**config.mk**
```make
export PLATFORM = sky130hd
export DESIGN_NAME = instr_prefetch_queue_flat
export DESIGN_NICKNAME = d
export VERILOG_FILES = /design/src/rtl/ipq_pkg.sv /design/src/rtl/instr_prefetch_queue_if.sv /design/src/rtl/ipq_sync_fifo.sv /design/src/rtl/instr_prefetch_queue.sv /design/src/flat_wrapper.sv
export SDC_FILE = /design/constraint.sdc
export NUM_CORES = 1
export LEC_CHECK = 0
export BUFFER_PORTS_ARGS = -buffer_cell sky130_fd_sc_hd__buf_4
export CAP_MARGIN = 0
export CELL_PAD_IN_SITES_DETAIL_PLACEMENT = 0
export CELL_PAD_IN_SITES_GLOBAL_PLACEMENT = 2
export CORE_MARGIN = 5
export CORE_UTILIZATION = 45
export CTS_BUF_LIST = sky130_fd_sc_hd__clkbuf_4 sky130_fd_sc_hd__clkbuf_8
export DETAILED_ROUTE_END_ITERATION = 10
export PLACE_DENSITY = 0.95
export SLEW_MARGIN = 20
export SYNTH_ARGS = -nofsm -noshare
export SYNTH_HDL_FRONTEND = slang
export SYNTH_HIERARCHICAL = 1
export SYNTH_SLANG_ARGS = --single-unit
```
**constraint.sdc**
```tcl
create_clock -name clk -period 14.1 [get_ports clk]
set_input_delay 4.23 -clock clk [delete_from_list [all_inputs] [get_ports clk]]
set_output_delay 4.23 -clock clk [all_outputs]
set_load 0.02 [all_outputs]
```
**src/rtl/ipq_pkg.sv**
```systemverilog
`default_nettype none
// ============================================================================
// Module      : ipq_pkg
// Description : Shared types and constants for the instruction prefetch
//               queue: the buffered fetch entry, the canonical NOP encoding
//               and the FIFO occupancy counter width.
// Revision    : 1.0 - initial release
// ============================================================================
package ipq_pkg;

  localparam int IPQ_PC_W  = 32;
  localparam int IPQ_INS_W = 32;
  localparam int IPQ_DEPTH = 4;

  // Counter must hold the value DEPTH itself, hence the extra bit.
  localparam int CNT_W = $clog2(IPQ_DEPTH) + 1;

  // addi x0, x0, 0
  localparam logic [31:0] IPQ_NOP = 32'h0000_0013;

  typedef struct packed {
    logic [IPQ_PC_W-1:0]  pc;
    logic [IPQ_INS_W-1:0] instr;
  } fetch_entry_t;

  function automatic int ipq_cnt_w(input int depth);
    return $clog2(depth) + 1;
  endfunction

endpackage
`default_nettype wire

```
**src/rtl/instr_prefetch_queue_if.sv**
```systemverilog
`default_nettype none
// ============================================================================
// Module      : instr_prefetch_queue_if
// Description : Bundle of the fetch-side buses around the prefetch queue:
//               memory request/response, IF/ID output handshake and the
//               EX redirect.
//               master : the prefetch queue
//               slave  : the surrounding memory / pipeline / EX stage
// Revision    : 1.0 - initial release
// ============================================================================
interface instr_prefetch_queue_if #(
  parameter int PC_W  = 32,
  parameter int INS_W = 32
) ();

  logic             req_valid;
  logic [PC_W-1:0]  req_addr;
  logic             req_ready;
  logic             resp_valid;
  logic [INS_W-1:0] resp_data;
  logic             out_valid;
  logic [PC_W-1:0]  out_pc;
  logic [INS_W-1:0] out_instr;
  logic             out_ready;
  logic             redirect_valid;
  logic [PC_W-1:0]  redirect_pc;

  modport master (
    output req_valid, req_addr, out_valid, out_pc, out_instr,
    input  req_ready, resp_valid, resp_data, out_ready, redirect_valid, redirect_pc
  );

  modport slave (
    input  req_valid, req_addr, out_valid, out_pc, out_instr,
    output req_ready, resp_valid, resp_data, out_ready, redirect_valid, redirect_pc
  );

endinterface
`default_nettype wire

```
**src/rtl/ipq_sync_fifo.sv**
```systemverilog
`default_nettype none
// ============================================================================
// Module      : ipq_sync_fifo
// Description : Synchronous FIFO of fetch entries with a registered head.
//               flush_i empties the FIFO in one cycle and overrides push/pop.
//               A pop while empty is ignored.
// Ports       : clk, reset        - clock, synchronous active-high reset
//               push_i/push_data_i - write an entry
//               pop_i             - consume the head
//               flush_i           - discard all entries
//               count_o/full_o    - occupancy
//               head_valid_o/head_o - oldest entry
// Revision    : 1.0 - initial release
// ============================================================================
module ipq_sync_fifo
  import ipq_pkg::*;
#(
  parameter int  DEPTH   = IPQ_DEPTH,
  parameter type T_ENTRY = fetch_entry_t
) (
  input  wire logic                      clk,
  input  wire logic                      reset,
  input  wire logic                      push_i,
  input  wire T_ENTRY                    push_data_i,
  input  wire logic                      pop_i,
  input  wire logic                      flush_i,
  output      logic [ipq_cnt_w(DEPTH)-1:0] count_o,
  output      logic                      full_o,
  output      logic                      head_valid_o,
  output      T_ENTRY                    head_o
);

  localparam int CW = ipq_cnt_w(DEPTH);
  localparam int AW = $clog2(DEPTH);

  T_ENTRY          mem_q [DEPTH];
  logic [AW-1:0]   rd_ptr_q, rd_ptr_d;
  logic [AW-1:0]   wr_ptr_q, wr_ptr_d;
  logic [CW-1:0]   count_q,  count_d;
  logic            w_do_push;
  logic            w_do_pop;

  assign full_o       = (count_q == CW'(DEPTH));
  assign head_valid_o = (count_q != '0);
  assign count_o      = count_q;
  assign head_o       = mem_q[rd_ptr_q];

  // When full, a simultaneous pop frees the slot being written.
  assign w_do_pop  = pop_i && head_valid_o;
  assign w_do_push = push_i && (!full_o || w_do_pop);

  always_comb begin
    rd_ptr_d = rd_ptr_q;
    wr_ptr_d = wr_ptr_q;
    count_d  = count_q;
    if (flush_i) begin
      rd_ptr_d = '0;
      wr_ptr_d = '0;
      count_d  = '0;
    end else begin
      // DEPTH is a power of two, so pointers wrap naturally.
      if (w_do_push) wr_ptr_d = wr_ptr_q + 1'b1;
      if (w_do_pop)  rd_ptr_d = rd_ptr_q + 1'b1;
      case ({w_do_push, w_do_pop})
        2'b10:   count_d = count_q + 1'b1;
        2'b01:   count_d = count_q - 1'b1;
        default: count_d = count_q;
      endcase
    end
  end

  always_ff @(posedge clk) begin
    if (reset) begin
      rd_ptr_q <= '0;
      wr_ptr_q <= '0;
      count_q  <= '0;
      for (int i = 0; i < DEPTH; i++) mem_q[i] <= '0;
    end else begin
      rd_ptr_q <= rd_ptr_d;
      wr_ptr_q <= wr_ptr_d;
      count_q  <= count_d;
      if (w_do_push && !flush_i) mem_q[wr_ptr_q] <= push_data_i;
    end
  end

endmodule
`default_nettype wire

```
**src/rtl/instr_prefetch_queue.sv**
```systemverilog
`default_nettype none
// ============================================================================
// Module      : instr_prefetch_queue
// Description : Fetch front end. Owns the fetch PC, issues in-order word
//               requests to a variable-latency instruction memory, buffers
//               returned words with their PCs and presents them to IF/ID.
//               A redirect flushes the queue and marks every in-flight
//               request as stale so its response is discarded.
// Ports       : clk, reset - clock, synchronous active-high reset
//               bus        - instr_prefetch_queue_if.master (request,
//                            response, IF/ID output, redirect)
// Config      : IPQ_BYPASS_EN - when defined, a response arriving at an
//               empty queue is presented to IF/ID in the same cycle.
// Revision    : 1.0 - initial release
// ============================================================================
module instr_prefetch_queue
  import ipq_pkg::*;
#(
  parameter int              PC_W     = 32,
  parameter int              INS_W    = 32,
  parameter int              DEPTH    = 4,
  parameter logic [PC_W-1:0] RESET_PC = '0
) (
  input wire logic               clk,
  input wire logic               reset,
  instr_prefetch_queue_if.master bus
);

  localparam int CW = ipq_cnt_w(DEPTH);
  // In-flight counters need headroom beyond DEPTH: after a redirect the
  // stale requests still occupy the memory while new ones are issued.
  localparam int OW = CW + 3;

  typedef struct packed {
    logic [PC_W-1:0]  pc;
    logic [INS_W-1:0] instr;
  } entry_t;

  logic [PC_W-1:0] fetch_pc_q, fetch_pc_d;
  logic [PC_W-1:0] resp_pc_q,  resp_pc_d;
  logic [OW-1:0]   outst_q,    outst_d;
  logic [OW-1:0]   stale_q,    stale_d;
  logic            active_q;

  logic [CW-1:0]   fifo_count;
  logic            fifo_full;
  logic            fifo_valid;
  entry_t          fifo_head;
  entry_t          w_push_entry;

  logic [OW-1:0]   w_credit;
  logic            w_issue;
  logic            w_resp_live;
  logic            w_push;
  logic            w_pop;

  // Credit counts buffered plus live in-flight words; stale ones will never
  // land in the FIFO, so they do not consume space.
  assign w_credit = OW'(fifo_count) + (outst_q - stale_q);

  // active_q keeps the request bus quiet for the first cycle out of reset.
  assign bus.req_valid = active_q && !bus.redirect_valid && (w_credit < OW'(DEPTH));
  assign bus.req_addr  = fetch_pc_q;
  assign w_issue       = bus.req_valid && bus.req_ready;

  assign w_resp_live  = bus.resp_valid && (stale_q == '0) && !bus.redirect_valid;
  assign w_push_entry = '{pc: resp_pc_q, instr: bus.resp_data};
  assign w_pop        = fifo_valid && bus.out_ready && !bus.redirect_valid;

`ifdef IPQ_BYPASS_EN
  logic w_bypass;
  assign w_bypass      = w_resp_live && !fifo_valid;
  // A bypassed word consumed this cycle never needs a FIFO slot.
  assign w_push        = w_resp_live && !(w_bypass && bus.out_ready);
  assign bus.out_valid = fifo_valid || w_bypass;
  assign bus.out_pc    = w_bypass ? resp_pc_q     : fifo_head.pc;
  assign bus.out_instr = w_bypass ? bus.resp_data : fifo_head.instr;
`else
  assign w_push        = w_resp_live;
  assign bus.out_valid = fifo_valid;
  assign bus.out_pc    = fifo_head.pc;
  assign bus.out_instr = fifo_head.instr;
`endif

  ipq_sync_fifo #(
    .DEPTH   (DEPTH),
    .T_ENTRY (entry_t)
  ) u_fifo (
    .clk          (clk),
    .reset        (reset),
    .push_i       (w_push),
    .push_data_i  (w_push_entry),
    .pop_i        (w_pop),
    .flush_i      (bus.redirect_valid),
    .count_o      (fifo_count),
    .full_o       (fifo_full),
    .head_valid_o (fifo_valid),
    .head_o       (fifo_head)
  );

  always_comb begin
    fetch_pc_d = fetch_pc_q;
    resp_pc_d  = resp_pc_q;
    outst_d    = outst_q;
    stale_d    = stale_q;
    if (bus.redirect_valid) begin
      // No issue this cycle; whatever is still in flight after this
      // cycle's response belongs to the abandoned path.
      fetch_pc_d = bus.redirect_pc;
      resp_pc_d  = bus.redirect_pc;
      outst_d    = outst_q - OW'(bus.resp_valid);
      stale_d    = outst_q - OW'(bus.resp_valid);
    end else begin
      if (w_issue)     fetch_pc_d = fetch_pc_q + PC_W'(4);
      if (w_resp_live) resp_pc_d  = resp_pc_q + PC_W'(4);
      if (bus.resp_valid && (stale_q != '0)) stale_d = stale_q - 1'b1;
      outst_d = outst_q + OW'(w_issue) - OW'(bus.resp_valid);
    end
  end

  always_ff @(posedge clk) begin
    if (reset) begin
      fetch_pc_q <= RESET_PC;
      resp_pc_q  <= RESET_PC;
      outst_q    <= '0;
      stale_q    <= '0;
      active_q   <= 1'b0;
    end else begin
      fetch_pc_q <= fetch_pc_d;
      resp_pc_q  <= resp_pc_d;
      outst_q    <= outst_d;
      stale_q    <= stale_d;
      active_q   <= 1'b1;
    end
  end

  // The credit rule must make a push into a full FIFO impossible.
  ap_no_overflow: assert property (@(posedge clk) disable iff (reset)
    !(w_push && fifo_full && !w_pop));

endmodule
`default_nettype wire

```
**src/flat_wrapper.sv**
```systemverilog
// flat-port wrapper written by rule: the top's interface ports become plain ports
module instr_prefetch_queue_flat import ipq_pkg::*;
#(
  parameter int              PC_W     = 32,
  parameter int              INS_W    = 32,
  parameter int              DEPTH    = 4,
  parameter logic [PC_W-1:0] RESET_PC = '0
)
  (clk, reset, bus_req_valid, bus_req_addr, bus_out_valid, bus_out_pc, bus_out_instr, bus_req_ready, bus_resp_valid, bus_resp_data, bus_out_ready, bus_redirect_valid, bus_redirect_pc);
  instr_prefetch_queue_if #(.PC_W(PC_W), .INS_W(INS_W)) bus_i ();
  input wire logic clk;
  input wire logic reset;
  output wire logic [$bits(bus_i.req_valid)-1:0] bus_req_valid;
  output wire logic [$bits(bus_i.req_addr)-1:0] bus_req_addr;
  output wire logic [$bits(bus_i.out_valid)-1:0] bus_out_valid;
  output wire logic [$bits(bus_i.out_pc)-1:0] bus_out_pc;
  output wire logic [$bits(bus_i.out_instr)-1:0] bus_out_instr;
  input wire logic [$bits(bus_i.req_ready)-1:0] bus_req_ready;
  input wire logic [$bits(bus_i.resp_valid)-1:0] bus_resp_valid;
  input wire logic [$bits(bus_i.resp_data)-1:0] bus_resp_data;
  input wire logic [$bits(bus_i.out_ready)-1:0] bus_out_ready;
  input wire logic [$bits(bus_i.redirect_valid)-1:0] bus_redirect_valid;
  input wire logic [$bits(bus_i.redirect_pc)-1:0] bus_redirect_pc;
  assign bus_req_valid = bus_i.req_valid;
  assign bus_req_addr = bus_i.req_addr;
  assign bus_out_valid = bus_i.out_valid;
  assign bus_out_pc = bus_i.out_pc;
  assign bus_out_instr = bus_i.out_instr;
  assign bus_i.req_ready = bus_req_ready;
  assign bus_i.resp_valid = bus_resp_valid;
  assign bus_i.resp_data = bus_resp_data;
  assign bus_i.out_ready = bus_out_ready;
  assign bus_i.redirect_valid = bus_redirect_valid;
  assign bus_i.redirect_pc = bus_redirect_pc;
  instr_prefetch_queue #(.PC_W(PC_W), .INS_W(INS_W), .DEPTH(DEPTH), .RESET_PC(RESET_PC)) u_core (.clk(clk), .reset(reset), .bus(bus_i));
endmodule
```
======== Word-level counts from Yosys, hierarchy flattened ========
Memories as Yosys holds them, arrays and structs flattened. A register that Yosys moved wholly into a read port is not among the register bits.
Cells that the tools add are included.
Widths: inputs -> output; s select.
storage, ports and cells
  register bits ........................... 84
  memory bits (writable) .................. 256
  input port bits ......................... 70
  word-level logic and storage cells ...... 67
  memories ................................ 1
memory list
  name                 depth  width  read ports  clocked after Yosys merged registers in  wr ports  RTL line             text
  u_core.u_fifo.mem_q  4      64     1           1                                        4         ipq_sync_fifo.sv:36  T_ENTRY mem_q [DEPTH];
cells by class
  $add $sub $neg .......................... 12
  $lt $le $gt $ge ......................... 1
  eq/ne operators ......................... 3
  muxes and demuxes ....................... 19
  reduce and logical (&&, ||, !) cells .... 23
operator list
  cell                   count
  $mux 32                4
  $add 32x3->32 const B  2
  $mux 64                1
  $reduce_or 64->1       1
  $mux 6                 3
  $sub 6x1->6            2
  $logic_and 1x1->1      11
  $reduce_bool 2->1      4
  $mux 1                 7
  $add 3x6->6            1
  $add 6x1->6            1
  $logic_not 6->1        1
  $lt 6x3->1 const B     1
  $mux 2                 3
  $pmux 3 s2             1
  $reduce_bool 6->1      1
  $sub 6x1->6 const B    1
  $sub 6x6->6            1
  $add 2x1->2 const B    2
  $add 3x1->3 const B    1
  $eq 3x3->1 const B     1
  $reduce_bool 3->1      1
  $sub 3x1->3 const B    1
  $eq 2x1->1 const B     1
  other kinds (4)        5

======== Longest topological paths before layout ========
  depth after elaboration ................. 12
  gate-level depth with buffers ........... 22
  gate-level depth less buffers ........... 21

======== By module ========
The synthesis kept the hierarchy.
by module, submodules not included
  module                times used  cells an instance  area an instance (sq um)
  ipq_sync_fifo         1           771                11813.8
  instr_prefetch_queue  1           573                4720.8

======== Worst setup path after synthesis ========
Ideal clock, no wire load.
  path kind ............................... input port to output port
  from .................................... input bus_redirect_valid
  to ...................................... output bus_req_valid
  arrival time ............................ 5.238 ns
  required time ........................... 9.870 ns
  setup slack ............................. 4.632 ns
  cell stages on the path ................. 5
  buffers on the path ..................... 1
  cells stage by stage .................... nor2b_1 -> o21ai_0 -> or4_4 -> inv_1 -> buf_2
on the way
  longest elaborated chain between the ends .. 3
ends and longest elaborated chain
  element                         RTL line                    text
  start, declared                 flat_wrapper.sv:22          input wire logic [$bits(bus_i.redirect_valid)-1:0] bus_redirect_valid;
  $logic_not 1->1                 instr_prefetch_queue.sv:62  assign bus.req_valid = active_q && !bus.redirect_valid && (w_credit < OW'(DEPTH));
  $logic_and 1x1->1 (2 in a row)  instr_prefetch_queue.sv:62
  end, declared                   flat_wrapper.sv:13          output wire logic [$bits(bus_i.req_valid)-1:0] bus_req_valid;
No other way between the ends.

======== Worst setup path after layout ========
Ends and elaborated chain as after synthesis.

==> results.toml <==
[sta]
setup_slack_ns = 4.06
setup_viol = 0
period_minus_slack_ns = 10.04
finalSetupTns_ns = 0
max_slew.worst_pin.slew_ns = 1.14
fin_crit_sh_pct = 71.2
drv_slew = 0
finalHoldViolCount = 0
fmax_mhz = 99.6
maxSlewHeadroom_pct = 24.1
skew_ns = 0.0427
rsz0062_at_grt = "no"

[setup_path]
cpMostUsedCell = "buf_4"
end_kind = "primary output"
cp_max_fo = 12
path_class = "input port to primary output"
critical_path.max_stage_delay_ns = 0.51
critical_path.cell_chain = "buf_4 -> nor2b_1 -> o21ai_0 -> or4_4 -> inv_1 -> buf_4"
reg2reg_from = "u_core/u_fifo/count_o[1]"
slowest_stage = "or4_4"
cp-start-kind = "input port"
crit_required_ns = 9.87
crit_start = "bus_redirect_valid"
crit_arrival_ns = 5.81

[status]
status = "completed"

[layout]
final_cell_area_um2 = 19100
nets = 1582
area_growth_pct = 15.9
mostFrequentLayoutCell = "edfxtp_1"
final_cell_mix = "256 x edfxtp_1, 185 x buf_4, 131 x and2_1, 99 x nor3_1, 83 x dfxtp_1"
num-fill-cells = 3164
final_util_pct = 52.6
seqCellArea_um2 = 9420
drive_gt1_share_pct = 24.3
multi_input_area_um2 = 6320
n_antenna_cell = 0

[power]
leakagePower_uw = 0.00701
vdd.ir_drop.worst_mv = 0.0690
power_per_cell_area_nw_per_um2 = 122
p_sw_uw = 595
power_frac_seq_pct = 50.1
pwr-share-comb_pct = 12.6
swShare_pct = 25.5
p_int_uw = 1740
clkPwrFrac_pct = 37.3
p_total_uw = 2330

[clock_tree]
clock-root-buffer = "clkbuf_8"
cts_buffer_depth = 3
cts_resized = 0
ctsHoldBuffers = 0
htree_levels = 2
cts_sinks = 342
clk_transition_reported_paths_ns = 0.06
cts_buffers = 55
insertion_delay_ns = 0.61
post-cts-setup-buffers = 0
cts_tree = "built"

[drt]
route.detailed.wl_per_inst_um = 20.2
drc = 0
drt_first_pass_iters = 4
viasPerCell = 5.52
routed_wl_um = 40200
vias = 11000
ant_nets = 0
drt_iter0_drc = 695

[floorplan]
ioPinCount = 168
start_util_pct = 45.4
dieWidth_um = 202
num_rows = 70
die_h_um = 202
coreArea_um2 = 36400
die_area_um2 = 40700

[placement]
place.gp.congestion = 0.797
pre_cts_ws_ns = 4.09
dp_hpwl_um = 24000
io_buffers = 167
place_area_um2 = 18000

[worst_hold_path]
min-delay-start = "u_core/bus.req_addr[1]"
hold_class = "register to register"

[logic_synthesis]
yosysWarnings = 6
syn-cell-area_um2 = 16500
syn-num-nets = 1438
postSynthAreaPerCell_um2 = 12.3
postSynthCellCount = 1343

[global_route]
gr-total-overflow = 0
track_usage_pct = 19.7
grt_start_max_net_pins = 103
grt_antenna_before_repair = 2
grt_pass1_vias = 11200
grt_first_pass_wirelength_um = 64100

[flow_run]
maxCapViolCount = 0
through the flow:
step / instances / hold WS (ns)
finish: 1997 / 0.459
global route: 1997 / 0.485
CTS: 1997 / 0.462
detailed placement: 1898 / 0.453
global placement: 1898 / 0.449
floorplan: 1343 / 0.453
worst paths after layout:
kind	end	slack, ns	cells after the start
worst max-delay path	bus_req_valid	4.06	6
worst min-delay path	u_core/bus.req_addr[1]	0.46	2
worst max register to register	u_core/outst_q[4]	9.03	21
worst min register to register	u_core/bus.req_addr[1]	0.46	2
metal layers:
layer  GRT usage (%)  routed length (µm)
met1            28.5               18200
met2            31.5               19000
met3            3.51                2470
met4            3.78                 536
met5               0                   0
registers in the layout, indices dropped and copies added (netlist names), named ones only:
register                flops
u_core/active_q             1
u_core/bus.req_addr        32
u_core/outst_q              6
u_core/resp_pc_q           32
u_core/stale_q              6
u_core/u_fifo/count_o       3
u_core/u_fifo/mem_q       256
u_core/u_fifo/rd_ptr_q      2
u_core/u_fifo/wr_ptr_q      2
area by class of cell:
cell class                 count  area share, %
sequential                   342           49.2
multi-input combinational    825           33.0
timing repair buffer         186           7.31
clock buffer                  80           5.10
tap                          468           3.06
inverter                      77           1.51
clock inverter                19          0.849
power groups by stage:
| stage | Clock (µW) | Combinational [µW] | Sequential (µW) |
|---|---|---|---|
| finish | 870 | 294 | 1170 |
| global route | 945 | 326 | 1170 |
| CTS | 893 | 296 | 1170 |
| detailed placement | 0 | 295 | 1190 |
| global placement | 0 | 291 | 1190 |
| floorplan | 0 | 194 | 1180 |
critical path: cells and delay by family:
| kind | cells | cell delay, ns |
|---|---|---|
| compound gates | 1 | 0.13 |
| simple gates | 2 | 0.74 |
| buf+inv | 3 | 0.71 |
Note: power is estimated with default switching activity, not from simulation.
